### src/rtl/stp_pkg.sv
// STP message types, block constants and the queued record format shared by
// the receive extractor and its message FIFO.
package stp_pkg;

  localparam int unsigned STP_CNT_BITS = 53;
  localparam logic [7:0]  STP_IDLE_BLK = 8'h1e;

  typedef enum logic [1:0] {
    STP_NONE   = 2'b00,
    STP_INIT   = 2'b01,
    STP_ACK    = 2'b10,
    STP_BEACON = 2'b11
  } stp_type_t;

  typedef struct packed {
    stp_type_t                typ;
    logic [STP_CNT_BITS-1:0]  remote;
    logic [STP_CNT_BITS-1:0]  local_ts;
  } stp_msg_t;

  // Even parity over the remote counter field must match the parity bit.
  function automatic logic stp_parity_ok(input logic [65:0] blk);
    return (^blk[65:13]) == blk[12];
  endfunction

endpackage

### src/rtl/stp_msg_fifo.sv
// Synchronous FIFO of STP message records with valid/ready output handshake.
// Ports:
//   clock, reset      core clock, async active-high reset
//   flush             sync flush of all entries (wins over push)
//   push, push_data   write request; dropped when full unless a pop coincides
//   pop_ready         consumer accepts head when valid
//   valid, head       head-of-queue record (zero when empty)
//   level, full, empty occupancy status
module stp_msg_fifo
  import stp_pkg::*;
#(
  parameter int unsigned DEPTH = 8
) (
  input  logic                       clock,
  input  logic                       reset,
  input  logic                       flush,
  input  logic                       push,
  input  stp_msg_t                   push_data,
  input  logic                       pop_ready,
  output logic                       valid,
  output stp_msg_t                   head,
  output logic [$clog2(DEPTH):0]     level,
  output logic                       full,
  output logic                       empty
);

  localparam int unsigned PTR_W = $clog2(DEPTH);
  localparam int unsigned LVL_W = PTR_W + 1;

  stp_msg_t           mem [DEPTH];
  logic [PTR_W-1:0]   wr_ptr;
  logic [PTR_W-1:0]   rd_ptr;
  logic               do_push;
  logic               do_pop;

  assign empty   = (level == '0);
  assign full    = (level == LVL_W'(DEPTH));
  assign valid   = !empty;
  assign do_pop  = valid && pop_ready;
  // A full FIFO still accepts a write when the head leaves on the same edge.
  assign do_push = push && (!full || do_pop);
  assign head    = empty ? '0 : mem[rd_ptr];

  // Pointer and occupancy bookkeeping; pointers wrap naturally at DEPTH.
  always_ff @(posedge clock or posedge reset) begin
    if (reset) begin
      wr_ptr <= '0;
      rd_ptr <= '0;
      level  <= '0;
    end else if (flush) begin
      wr_ptr <= '0;
      rd_ptr <= '0;
      level  <= '0;
    end else begin
      if (do_push) wr_ptr <= wr_ptr + PTR_W'(1);
      if (do_pop)  rd_ptr <= rd_ptr + PTR_W'(1);
      case ({do_push, do_pop})
        2'b10:   level <= level + LVL_W'(1);
        2'b01:   level <= level - LVL_W'(1);
        default: level <= level;
      endcase
    end
  end

  // Storage needs no reset: the head is masked while empty.
  always_ff @(posedge clock) begin
    if (!flush && do_push) mem[wr_ptr] <= push_data;
  end

endmodule

### src/rtl/stp_rx_extract.sv
// Receive-side STP extractor: parses decoded 66-bit blocks for STP messages
// inside IDLE frames, checks parity, pulses the sync FSM, counts statistics
// and queues timestamped records for host export.
// Ports:
//   clock, reset               core clock, async active-high reset
//   link_ok                    low flushes the queue and masks message capture
//   clear                      sync clear of queue and counters
//   decoded_datain, c_local    decoded block and local arrival counter
//   init/ack/beacon_rcvd       one-cycle pulses for a good message
//   c_remote                   remote counter of the current good message
//   msg_*                      FIFO head with valid/ready handshake
//   fifo_level                 queue occupancy
//   msg_cnt, parity_err_cnt, overflow_cnt  saturating statistics
module stp_rx_extract
  import stp_pkg::*;
#(
  parameter int unsigned FIFO_DEPTH = 8,
  parameter int unsigned CNT_W      = 16
) (
  input  logic                         clock,
  input  logic                         reset,
  input  logic                         link_ok,
  input  logic                         clear,
  input  logic [65:0]                  decoded_datain,
  input  logic [52:0]                  c_local,
  output logic                         init_rcvd,
  output logic                         ack_rcvd,
  output logic                         beacon_rcvd,
  output logic [52:0]                  c_remote,
  output logic                         msg_valid,
  input  logic                         msg_ready,
  output logic [1:0]                   msg_type,
  output logic [52:0]                  msg_remote,
  output logic [52:0]                  msg_local,
  output logic [$clog2(FIFO_DEPTH):0]  fifo_level,
  output logic [CNT_W-1:0]             msg_cnt,
  output logic [CNT_W-1:0]             parity_err_cnt,
  output logic [CNT_W-1:0]             overflow_cnt
);

  stp_type_t   blk_type;
  logic        is_stp;
  logic        par_ok;
  logic        good_in;
  logic        bad_in;

  logic        s1_good;
  logic        s1_bad;
  stp_type_t   s1_type;
  logic [52:0] s1_local;

  stp_msg_t    push_rec;
  stp_msg_t    head_rec;
  logic        fifo_flush;
  logic        fifo_full;
  logic        fifo_empty;
  logic        head_pop;
  logic        drop;

  logic        unused_sync;
  assign unused_sync = ^decoded_datain[1:0];

  // Block classification; nothing is accepted while the link is down.
  assign blk_type = stp_type_t'(decoded_datain[11:10]);
  assign is_stp   = (decoded_datain[9:2] == STP_IDLE_BLK) && (blk_type != STP_NONE);
  assign par_ok   = stp_parity_ok(decoded_datain);
  assign good_in  = link_ok && is_stp && par_ok;
  assign bad_in   = link_ok && is_stp && !par_ok;

  // Stage 1: registered block decode, receive pulses and arrival timestamp.
  always_ff @(posedge clock or posedge reset) begin
    if (reset) begin
      s1_good     <= 1'b0;
      s1_bad      <= 1'b0;
      s1_type     <= STP_NONE;
      s1_local    <= '0;
      init_rcvd   <= 1'b0;
      ack_rcvd    <= 1'b0;
      beacon_rcvd <= 1'b0;
      c_remote    <= '0;
    end else begin
      s1_good     <= good_in;
      s1_bad      <= bad_in;
      s1_type     <= good_in ? blk_type : STP_NONE;
      s1_local    <= c_local;
      init_rcvd   <= good_in && (blk_type == STP_INIT);
      ack_rcvd    <= good_in && (blk_type == STP_ACK);
      beacon_rcvd <= good_in && (blk_type == STP_BEACON);
      c_remote    <= good_in ? decoded_datain[65:13] : '0;
    end
  end

  assign push_rec   = '{typ: s1_type, remote: c_remote, local_ts: s1_local};
  assign fifo_flush = clear || !link_ok;
  assign head_pop   = !fifo_empty && msg_ready;
  assign drop       = s1_good && fifo_full && !head_pop;

  stp_msg_fifo #(
    .DEPTH (FIFO_DEPTH)
  ) u_fifo (
    .clock     (clock),
    .reset     (reset),
    .flush     (fifo_flush),
    .push      (s1_good),
    .push_data (push_rec),
    .pop_ready (msg_ready),
    .valid     (msg_valid),
    .head      (head_rec),
    .level     (fifo_level),
    .full      (fifo_full),
    .empty     (fifo_empty)
  );

  assign msg_type   = head_rec.typ;
  assign msg_remote = head_rec.remote;
  assign msg_local  = head_rec.local_ts;

  // Saturating statistics; frozen while the link is down, zeroed by clear.
  always_ff @(posedge clock or posedge reset) begin
    if (reset) begin
      msg_cnt        <= '0;
      parity_err_cnt <= '0;
      overflow_cnt   <= '0;
    end else if (clear) begin
      msg_cnt        <= '0;
      parity_err_cnt <= '0;
      overflow_cnt   <= '0;
    end else if (link_ok) begin
      if (s1_good && (msg_cnt != '1))
        msg_cnt <= msg_cnt + CNT_W'(1);
      if (s1_bad && (parity_err_cnt != '1))
        parity_err_cnt <= parity_err_cnt + CNT_W'(1);
      if (drop && (overflow_cnt != '1))
        overflow_cnt <= overflow_cnt + CNT_W'(1);
    end
  end

endmodule

### config.mk
export PLATFORM = sky130hd
export DESIGN_NAME = stp_rx_extract
export DESIGN_NICKNAME = d
export VERILOG_FILES = /design/src/rtl/stp_pkg.sv /design/src/rtl/stp_msg_fifo.sv /design/src/rtl/stp_rx_extract.sv
export SDC_FILE = /design/constraint.sdc
export NUM_CORES = 1
export LEC_CHECK = 0
export CAP_MARGIN = 30
export CORE_ASPECT_RATIO = 1.1
export CORE_MARGIN = 1.5
export CORE_UTILIZATION = 40
export CTS_CLUSTER_DIAMETER = 150
export DETAILED_ROUTE_END_ITERATION = 12
export PLACE_DENSITY = 0.56
export RECOVER_POWER = 100
export SETUP_SLACK_MARGIN = 0.1
export SLEW_MARGIN = 20
export SYNTH_ARGS = -nofsm -noshare
export SYNTH_HDL_FRONTEND = slang
export SYNTH_HIERARCHICAL = 1
export SYNTH_SLANG_ARGS = --single-unit
### constraint.sdc
create_clock -name clock -period 22.8 [get_ports clock]
set_input_delay 4.56 -clock clock [delete_from_list [all_inputs] [get_ports clock]]
set_output_delay 4.56 -clock clock [all_outputs]
set_load 0.02 [all_outputs]
==> out/metrics.yaml, run 1 <==
run_status:
  outcome: "finished with violations"
  violations: "max-capacitance violations, max-slew violations"
clocking:
  cts_root_buffer: "clkbuf_16"
  cts.sinks: 1035
  clk_latency_ns: 0.68
  cts_setup_buffers: 0
  cts_buffers: 107
  cts_hold_buf: 0
  clk_pin_slew_ns: 0.06
  ctsResizeCount: 0
  clock_path_buffers: 3
  cts_max_level: 3
  cts_tree: "done"
pwr:
  cellLeakagePower_nw: 17.0
  power_frac_seq_pct: 51.3
  vdd.ir_drop.worst_mv: 0.195
  swShare_pct: 22.3
  p_int_mw: 3.11
  p_comb_share_pct: 5.2
  p_clk_share_pct: 43.5
  power_per_cell_area_nw_per_um2: 83.5
  netSwitchingPower_uw: 889
setup_path:
  cp.arrival_ns: 10.25
  crit_type: "flip-flop to primary output"
  critPathMaxFanout: 58
  start_kind: "flip-flop"
  worstSetupStartpoint: "u_fifo/rd_ptr[1]$_DFFE_PP0P_"
  required_ns: 18.24
  timing.rr.start: "u_fifo/level[0]$_DFFE_PP0P_"
  cp_cell_sequence: "clkbuf_1 > clkbuf_1 > mux4_2 > mux2i_1 > nor2_1 > dlygate4sd3_1"
  critPathMaxStageDelay_ns: 2.76
  cpMostUsedCell: "clkbuf_1"
  endpoint_kind: "primary output"
  cpMaxStageDelayCell: "clkbuf_1"
yosys:
  yosysTopAreaCellShare_pct: 65.3
  syn_avg_cell_area_um2: 20.0
  ys_seq_elements: 1035
  synth_edf_count: 864
  ys.flop_type: "edfxtp_1"
  syn_inst: 1989
  synth_area_leaders: "edfxtp_1 (65%), mux4_2 (12%), dfrtp_1 (11%)"
  synth_area_leader_cell: "edfxtp_1"
  yosys_warnings: 6
  yosysUniqueCellTypes: 49
  synth_nets: 2121
  ys_seq_area_share_pct: 76.1
  synthArstFlopShare_pct: 16.5
  netlist_area_um2: 39700
sta:
  report.final.slew_viol_count: 1391
  min_period_ns: 14.81
  worst_pin_slew_ns: 9.08
  fin_crit_sh_pct: 65.0
  final_hold_viol_count: 0
  clock.fmax_ghz: 0.0675
  relSlewSlack_pct: -505
  setup_tns_ns: 0
  clock_skew_ns: 0.0192
  timing.final.ws_setup_ns: 7.99
  grt_setup_unrepaired: "no"
  setup_viol_count_final: 0
floorplan:
  die_h_um: 334
  rows: 121
  dieArea_um2: 101000
  die_x_um: 304
  io_pins: 341
  start_util_pct: 40.3
  core-area_um2: 98700
final_layout:
  layout-drive-gt1-share_pct: 16.0
  nFillCells: 8239
  final_cell_count_no_fill: 3754
  regArea_um2: 30200
  fin_util_pct: 48.5
  stdcell_area_um2: 47900
  multi_input_area_um2: 8760
  syn2layout_area_growth_pct: 20.5
  nets: 2501
grt:
  antenna_found_initial: 11
  grt_pass1_vias: 21300
  grt_first_pass_wirelength_um: 138000
  grt_max_degree: 109
  grt_overflow: 0
  grtUsageTotal_pct: 18.6
route:
  vias: 19700
  via_per_inst: 5.24
  wl_per_cell_um: 24.8
  drc: 0
  ant_nets: 0
  drtIter0Drc: 1294
  wl_um: 93000
  firstDrtPassIters: 5
worst_hold_path:
  min_from: "overflow_cnt[15]$_DFFE_PP0P_"
  hold_path.class: "flip-flop to flip-flop"
placement:
  placed_area_um2: 44600
  hpwlAfterDp_um: 48600
  pre_cts_ws_ns: 14.01
  gp_routability_congestion: 0.804
  port_buffers: 338
  dpl.cell_count: 3550
job:
  cap_violations: 18
[state kept, by name, summed over array words and instances (netlist names), 4 cells and up]
register and cells:
u_fifo/mem 864, s1_local 53, parity_err_cnt 16, u_fifo/level 4, c_remote 53, overflow_cnt 16
msg_cnt 16
[worst max-delay path, delay by kind of cell (launching register included)]
kind,cells,cell delay (ns)
buffers and inverters,3,6.11
and+or+nand+nor,1,0.33
DFF,1,2.23
muxes,2,0.78
[per-stage QoR]
step	hold slack, ns	total power [mW]
2_1_floorplan	0.520	2.22
3_3_place_gp	0.548	2.31
3_5_place_dp	0.570	2.31
4_1_cts	0.586	4.06
5_1_grt	0.613	4.13
6_report	0.582	4.00
[final timing paths]
check | end | slack, ns | cells after the start
max in group asynchronous | c_remote[4]$_DFF_PP0_ | 12.79 | 3
min reg2reg | overflow_cnt[15]$_DFFE_PP0P_ | 0.58 | 2
min | overflow_cnt[15]$_DFFE_PP0P_ | 0.58 | 2
max | msg_type[1] | 7.99 | 6
min in group asynchronous | u_fifo/level[1]$_DFFE_PP0P_ | 4.38 | 2
max reg2reg | u_fifo/mem[7][39]$_DFFE_PP_ | 14.42 | 4
[routing by layer]
metal  GRT usage, %  share of wire, %  vias to the layer above
met5              0             0.077                        -
li1               -                 -                     8602
met3           4.32               5.8                      120
met4           4.90               1.9                       12
met1           24.2                42                    10400
met2           31.2                50                      505
[cell usage in the layout (no fill, tap or decap), types with 5 or more instances in the layout]
| cell type | instances |
|---|---|
| xor2_1 | 42 |
| nand4_1 | 22 |
| a21oi_1 | 7 |
| ha_1 | 7 |
| clkbuf_1 | 40 |
| mux2i_1 | 111 |
| clkbuf_8 | 5 |
| mux4_2 | 216 |
| nand2_1 | 24 |
| nor2_1 | 171 |
| and3_1 | 9 |
| inv_1 | 59 |
| bufinv_16 | 11 |
| edfxtp_1 | 864 |
| xnor2_1 | 57 |
| nor3_1 | 64 |
| clkdlybuf4s50_1 | 71 |
| dfrtp_1 | 170 |
| buf_4 | 8 |
| clkbuf_16 | 109 |
| clkinv_4 | 6 |
| clkinv_2 | 18 |
| clkinv_1 | 19 |
| dlygate4sd3_1 | 267 |
| nand3_1 | 16 |
| nor4_1 | 7 |
[synth_stat cells, types with 5 or more instances]
cell type    n
nand2_1     24
inv_1       60
and3_1       9
xnor2_1     57
buf_6       18
nand4_1     22
mux4_2     216
ha_1         7
edfxtp_1   864
nor3_1      64
nand3_1     16
buf_2       43
clkbuf_1    26
a21oi_1      7
nor4_1       5
nor2_1     174
xor2_1      42
dfrtp_1    171
mux2i_1    111
[power groups by stage]
| stage | registers (mW) | logic [mW] | clock network (mW) |
|---|---|---|---|
| 6_report | 2.05 | 0.206 | 1.74 |
| 5_1_grt | 2.05 | 0.223 | 1.86 |
| 4_1_cts | 2.05 | 0.222 | 1.79 |
| 3_5_place_dp | 2.09 | 0.221 | 0 |
| 3_3_place_gp | 2.09 | 0.215 | 0 |
| 2_1_floorplan | 2.09 | 0.130 | 0 |
[final cells by class]
class	instances	share of cell area (%)
sequential	1035	63.1
clock inverter	63	1.33
tap	1291	3.37
antenna	1	0.00523
inverter	61	0.486
clock buffer	139	6.04
timing repair buffer	362	7.35
multi-input combinational	802	18.3
[kinds of logic after synthesis]
kind of cell	count (synthesis)	synth area share (%)
buffers and inverters	152	1.92
and+or+nand+nor	342	4.00
DFF	1035	76.1
AOI/OAI and AO/OA	24	0.416
xor gates and xnor gates	101	2.30
muxes	327	15.0
adders and majority gates	8	0.271
Power figures use the tool's default switching activity.
==> inputs of run 2 (changes only) <==
- clock period: 22.8 -> 14.9 ns (I/O delays scaled with it)
==> out/metrics.yaml, run 2 (synthesis gave the netlist of run 1 again) <==
run_status:
  outcome: "finished with violations"  # unchanged
  violations: "max-capacitance violations, max-slew violations"  # unchanged
pwr:
  p_comb_share_pct: 5.3  # was 5.2%
  swShare_pct: 22.2  # was 22.3%
  netSwitchingPower_mw: 1.36  # was 889 µW
  power_per_cell_area_nw_per_um2: 127  # was 83.5 nW/µm²
  vdd.ir_drop.worst_mv: 0.225  # was 0.195 mV
  cellLeakagePower_nw: 17.0  # about the same
  total_power_mw: 6.11  # was 4.00 mW
  p_clk_share_pct: 43.3  # was 43.5%
  p_int_mw: 4.75  # was 3.11 mW
  power_frac_seq_pct: 51.4  # was 51.3%
sta:
  timing.final.ws_setup_ns: 4.10  # was 7.99 ns
  grt_setup_unrepaired: "no"  # unchanged
  report.final.slew_viol_count: 583  # was 1391
  setup_viol_count_final: 0  # unchanged
  relSlewSlack_pct: -185  # was -505%
  min_period_ns: 10.80
  setup_tns_ns: 0  # unchanged
  worst_pin_slew_ns: 4.27  # was 9.08 ns
  clock_skew_ns: 0.0156  # was 0.0192 ns
  holdWs_ns: 0.579  # was 0.582 ns
  clock.fmax_ghz: 0.0926
  fin_crit_sh_pct: 72.5
  final_hold_viol_count: 0  # unchanged
clocking:
  cts_max_level: 3  # unchanged
  cts_setup_buffers: 0  # unchanged
  cts.sinks: 1035  # unchanged
  ctsResizeCount: 0  # unchanged
  cts_root_buffer: "clkbuf_16"  # unchanged
  clk_latency_ns: 0.67  # was 0.68 ns
  cts_buffers: 107  # unchanged
  cts_tree: "done"  # unchanged
  clk_pin_slew_ns: 0.06  # about the same
  clock_path_buffers: 3  # unchanged
  cts_hold_buf: 0  # unchanged
placement:
  dpl.cell_count: 3554  # was 3550
  port_buffers: 338  # unchanged
  hpwlAfterDp_um: 49000  # was 48600 µm
  pre_cts_ws_ns: 7.85  # was 14.01 ns
  gp_routability_congestion: 0.763  # was 0.804
floorplan:
  io_pins: 341  # unchanged
  rows: 121  # unchanged
  dieArea_um2: 101000  # unchanged
  core-area_um2: 98700  # unchanged
  start_util_pct: 40.3  # unchanged
  die_x_um: 304  # unchanged
  die_h_um: 334  # unchanged
setup_path:
  required_ns: 11.92  # was 18.24 ns
  cpMostUsedCell: "clkbuf_1"  # unchanged
  path_delay_family: "buffers and inverters"  # unchanged
  crit_type: "flip-flop to primary output"  # unchanged
  cp_cell_sequence: "clkbuf_1 > clkbuf_1 > mux4_2 > mux2i_1 > nor2_1 > dlygate4sd3_1"  # unchanged
  critPathMaxFanout: 50  # was 58
  endpoint_kind: "primary output"  # unchanged
  critPathMaxStageDelay_ns: 2.35  # was 2.76 ns
  start_kind: "flip-flop"  # unchanged
  cpMaxStageDelayCell: "clkbuf_1"  # unchanged
  path_buf_inv: 3  # unchanged
  cp.arrival_ns: 7.82  # was 10.25 ns
worst_hold_path:
  hold_path.class: "flip-flop to flip-flop"  # unchanged
route:
  met1_length_um: 39800  # was 39100 µm
  vias: 19800  # was 19.7k
  drtIter0Drc: 1251  # was 1294
  wl_met2_um: 46700  # about the same
  firstDrtPassIters: 4  # was 5
  wl_met3_um: 5150  # was 5410 µm
  wl_per_cell_um: 24.9  # was 24.8 µm
  via_per_inst: 5.26  # was 5.24
  highest-signal-layer: "met5"  # unchanged
  ant_nets: 0  # unchanged
  drc: 0  # unchanged
  wl_um: 93400  # was 93000 µm
grt:
  grtUsageTotal_pct: 18.7  # was 18.6%
  antenna_found_initial: 9  # was 11
  grt_overflow: 0  # unchanged
  grt_first_pass_wirelength_um: 139000  # was 138000 µm
  grt_max_degree: 109  # unchanged
  grt_pass1_vias: 21500  # was 21.3k
final_layout:
  layout-drive-gt1-share_pct: 16.4  # was 16.0%
  nets: 2505  # was 2501
  top_regs: "u_fifo/mem (864), c_remote (53), s1_local (53)"  # unchanged
  final_cell_count_no_fill: 3757  # was 3754
  layout_common_cells: "edfxtp_1 (864), dlygate4sd3_1 (266), mux4_2 (216)"  # was edfxtp_1 (864), dlygate4sd3_1 (267), mux4_2 (216)
  largest_register_ff_count: 864  # unchanged
  syn2layout_area_growth_pct: 20.9  # was 20.5%
  final_common_cell: "edfxtp_1"  # unchanged
  regMostFlops: "u_fifo/mem"  # unchanged
job:
  cap_violations: 12  # was 18
## run 2: path summary, 6_finish.rpt
kind	startpoint	to	slack [ns]	cells past startpoint
max	u_fifo/rd_ptr[1]$_DFFE_PP0P_	msg_local[47]	4.10	6
min	overflow_cnt[9]$_DFFE_PP0P_	overflow_cnt[9]$_DFFE_PP0P_	0.58	2
max reg2reg	u_fifo/level[0]$_DFFE_PP0P_	u_fifo/mem[5][45]$_DFFE_PP_	9.07	6
min reg2reg	overflow_cnt[9]$_DFFE_PP0P_	overflow_cnt[9]$_DFFE_PP0P_	0.58	2
max in group asynchronous	reset	overflow_cnt[8]$_DFFE_PP0P_	6.33	4
min in group asynchronous	reset	u_fifo/level[1]$_DFFE_PP0P_	2.79	2
## run 2: layout make-up
cell class	count	area [µm²]
clock inverter	52	500
tap	1291	1620
antenna	2	5.00
clock buffer	148	3000
multi-input combinational	802	8730
inverter	61	231
sequential	1035	30200
timing repair buffer	366	3740
fill	8188	50700
## run 2: power groups by stage
stage | clock network [mW] | registers (mW) | logic [mW]
2_1_floorplan | 0 | 3.20 | 0.199
3_3_place_gp | 0 | 3.20 | 0.335
3_5_place_dp | 0 | 3.20 | 0.344
4_1_cts | 2.72 | 3.14 | 0.345
5_1_grt | 2.83 | 3.14 | 0.347
6_report | 2.65 | 3.14 | 0.324
## run 2: stage by stage
step	area [µm²]	util [%]
finish	48100	48.7
global route	48100	48.7
CTS	48200	48.8
detailed placement	44700	45.3
global placement	44600	45.1
floorplan	39700	-
## run 2: worst min-delay path, cell delays in order, from the launching register on
cell and delay (ns):
dfrtp_1 0.38, xor2_1 0.08, nor2_1 0.08
## run 2: metal layers
metal / vias to the layer above / global-route usage (%)
met2: 501 / 31.5
met1: 10500 / 24.7
met4: 6 / 4.98
met5: - / 0
met3: 122 / 3.92
li1: 8601 / -
==> inputs of run 3 (changes only) <==
- PLACE_DENSITY: 0.56 -> 0.58
- clock period: 14.9 -> 9.2 ns (I/O delays scaled with it)
==> out/metrics.yaml, run 3 (synthesis gave the netlist of run 1 again) <==
placement:
  hpwlAfterDp_um: 49300  # was 49000 µm
  port_buffers: 338  # unchanged
  gp_routability_congestion: 0.751  # was 0.763
route:
  wl_um: 91400  # was 93400 µm
  via_per_inst: 5.22  # was 5.26
  firstDrtPassIters: 5  # was 4
  drc: 0  # unchanged
  wl_per_cell_um: 24.3  # was 24.9 µm
  ant_nets: 0  # unchanged
  drtIter0Drc: 1208  # was 1251
  vias: 19600  # was 19.8k
setup_path:
  worstSetupStartpoint: "clear"  # was u_fifo/rd_ptr[1]$_DFFE_PP0P_
  crit_type: "input port to flip-flop"  # was flip-flop to primary output
  rr_worst_depth: 4  # was 6
  required_ns: 9.38  # was 11.92 ns
  timing.rr.start: "u_fifo/level[0]$_DFFE_PP0P_"  # unchanged
  endpoint_kind: "flip-flop"  # was primary output
  critPathMaxFanout: 108  # was 50
  r2r_slack_ns: 4.36  # was 9.07 ns
  setup.worst_path.end: "u_fifo/mem[1][42]$_DFFE_PP_"  # was msg_local[47]
  cp_cell_sequence: "dlygate4sd3_1 > clkbuf_1 > nand2b_1 > or3b_2 > nor3_4 > clkbuf_2"  # was clkbuf_1 > clkbuf_1 > mux4_2 > mux2i_1 > nor2_1 > dlygate4sd3_1
  cp.arrival_ns: 7.50  # was 7.82 ns
  critPathMaxStageDelay_ns: 2.74  # was 2.35 ns
  path_delay_family: "buffers and inverters"  # unchanged
  path_buf_inv: 3  # unchanged
  r2r_end: "u_fifo/mem[2][64]$_DFFE_PP_"  # was u_fifo/mem[5][45]$_DFFE_PP_
  cpMaxStageDelayCell: "clkbuf_2"  # was clkbuf_1
  start_kind: "input port"  # was flip-flop
  crit_cells: 6  # unchanged
clocking:
  cts_max_level: 3  # unchanged
  clk_pin_slew_ns: 0.05  # was 0.06 ns
  cts_root_buffer: "clkbuf_16"  # unchanged
  cts_setup_buffers: 0  # unchanged
  ctsResizeCount: 0  # unchanged
  cts_tree: "done"  # unchanged
  clk_latency_ns: 0.67  # about the same
  cts.sinks: 1035  # unchanged
  cts_buffers: 107  # unchanged
  clock_path_buffers: 3  # unchanged
  cts_hold_buf: 0  # unchanged
run_status:
  outcome: "finished with violations"  # unchanged
  violations: "max-capacitance violations, max-slew violations"  # unchanged
sta:
  report.final.slew_viol_count: 783  # was 583
  clock_skew_ns: 0.0207  # was 0.0156 ns
  grt_setup_unrepaired: "no"  # unchanged
  setup_tns_ns: 0  # unchanged
  worst_pin_slew_ns: 3.97  # was 4.27 ns
  final_hold_viol_count: 0  # unchanged
  fin_crit_sh_pct: 79.6
  relSlewSlack_pct: -165  # was -185%
  setup_viol_count_final: 0  # unchanged
  clock.fmax_ghz: 0.137
  min_period_ns: 7.32
  holdWs_ns: 0.569  # was 0.579 ns
grt:
  grt_max_degree: 109  # unchanged
  grtUsageTotal_pct: 18.3  # was 18.7%
  grt_first_pass_wirelength_um: 137000  # was 139000 µm
  antenna_found_initial: 14  # was 9
  grt_overflow: 0  # unchanged
  grt_pass1_vias: 21200  # was 21.5k
final_layout:
  syn2layout_area_growth_pct: 20.9  # unchanged
  nFillCells: 8168  # was 8188
  nets: 2506  # was 2505
  largest_register_ff_count: 864  # unchanged
  regMostFlops: "u_fifo/mem"  # unchanged
  final_common_cell: "edfxtp_1"  # unchanged
  layout-drive-gt1-share_pct: 16.7  # was 16.4%
  top_regs: "u_fifo/mem (864), c_remote (53), s1_local (53)"  # unchanged
  layout_common_cells: "edfxtp_1 (864), dlygate4sd3_1 (267), mux4_2 (216)"  # was edfxtp_1 (864), dlygate4sd3_1 (266), mux4_2 (216)
pwr:
  power_per_cell_area_nw_per_um2: 205  # was 127 nW/µm²
  vdd.ir_drop.worst_mv: 0.352  # was 0.225 mV
  cellLeakagePower_nw: 17.0  # about the same
worst_hold_path:
  hold_path.class: "flip-flop to flip-flop"  # unchanged
floorplan:
  die_h_um: 334  # unchanged
  die_x_um: 304  # unchanged
  rows: 121  # unchanged
  dieArea_um2: 101000  # unchanged
  io_pins: 341  # unchanged
  start_util_pct: 40.3  # unchanged
  core-area_um2: 98700  # unchanged
job:
  cap_violations: 16  # was 12
## run 3: cell types whose count changed in the layout (fill, tap and decap cells not counted), sizes merged, moves of 2 or more
| cell | before | now |
|---|---|---|
| diode | 2 | 4 |
| clkinv | 35 | 31 |
| clkbuf | 158 | 163 |
| bufinv | 9 | 11 |
| inv | 61 | 63 |
| buf | 18 | 15 |
## run 3: worst min-delay path by stage
stage,from,cells after the start,endpoint,slack [ns]
global route,s1_local[48]$_DFF_PP0_,0,u_fifo/mem[5][48]$_DFFE_PP_,0.61
floorplan,s1_local[0]$_DFF_PP0_,0,u_fifo/mem[0][0]$_DFFE_PP_,0.52
finish,overflow_cnt[4]$_DFFE_PP0P_,2,overflow_cnt[4]$_DFFE_PP0P_,0.57
CTS,overflow_cnt[4]$_DFFE_PP0P_,2,overflow_cnt[4]$_DFFE_PP0P_,0.57
global placement,s1_local[21]$_DFF_PP0_,0,u_fifo/mem[3][21]$_DFFE_PP_,0.54
detailed placement,overflow_cnt[4]$_DFFE_PP0P_,2,overflow_cnt[4]$_DFFE_PP0P_,0.55
## run 3: layer usage
metal	GRT usage, %	vias to the layer above	wire (µm)
li1	-	8603	-
met1	23.9	10400	38300
met2	30.7	536	45400
met3	4.44	119	5870
met4	4.81	14	1780
met5	0	-	86
## run 3: final cells by class
cell class / count / area (µm²) / area share [%]
Sequential cell: 1035 / 30200 / 62.9
Clock inverter: 51 / 566 / 1.18
Antenna cell: 4 / 10.0 / 0.0208
Multi-Input combinational cell: 802 / 8750 / 18.2
Inverter: 61 / 235 / 0.489
Clock buffer: 149 / 3000 / 6.24
Timing Repair Buffer: 367 / 3650 / 7.60
Tap cell: 1291 / 1620 / 3.36
## run 3: per-stage QoR
| step | util, % | cells | area (µm²) | power, mW | setup slack (ns) |
|---|---|---|---|---|---|
| after detailed placement | 45.2 | 3554 | 44600 | 5.72 | 3.56 |
| after global placement | 45.2 | 3553 | 44600 | 5.71 | 3.56 |
| final | 48.7 | 3760 | 48100 | 9.85 | 1.88 |
| after global routing | 48.7 | 3757 | 48000 | 10.2 | 1.41 |
| after CTS | 48.8 | 3754 | 48200 | 10.1 | 2.81 |
| after floorplan | - | 1989 | 39800 | 5.50 | 0.354 |
## run 3: worst min-delay path, stage by stage, from the launching register on
cell and delay [ns]:
dfrtp_1 0.38, xor2_1 0.08, nor2_1 0.08
## run 3: where the power goes
| part | leakage [nW] | switching (mW) | internal, mW |
|---|---|---|---|
| Clock | 1.74 | 1.76 | 2.58 |
| Sequential | 10.9 | 0.0243 | 5.06 |
| Combinational | 4.37 | 0.317 | 0.105 |
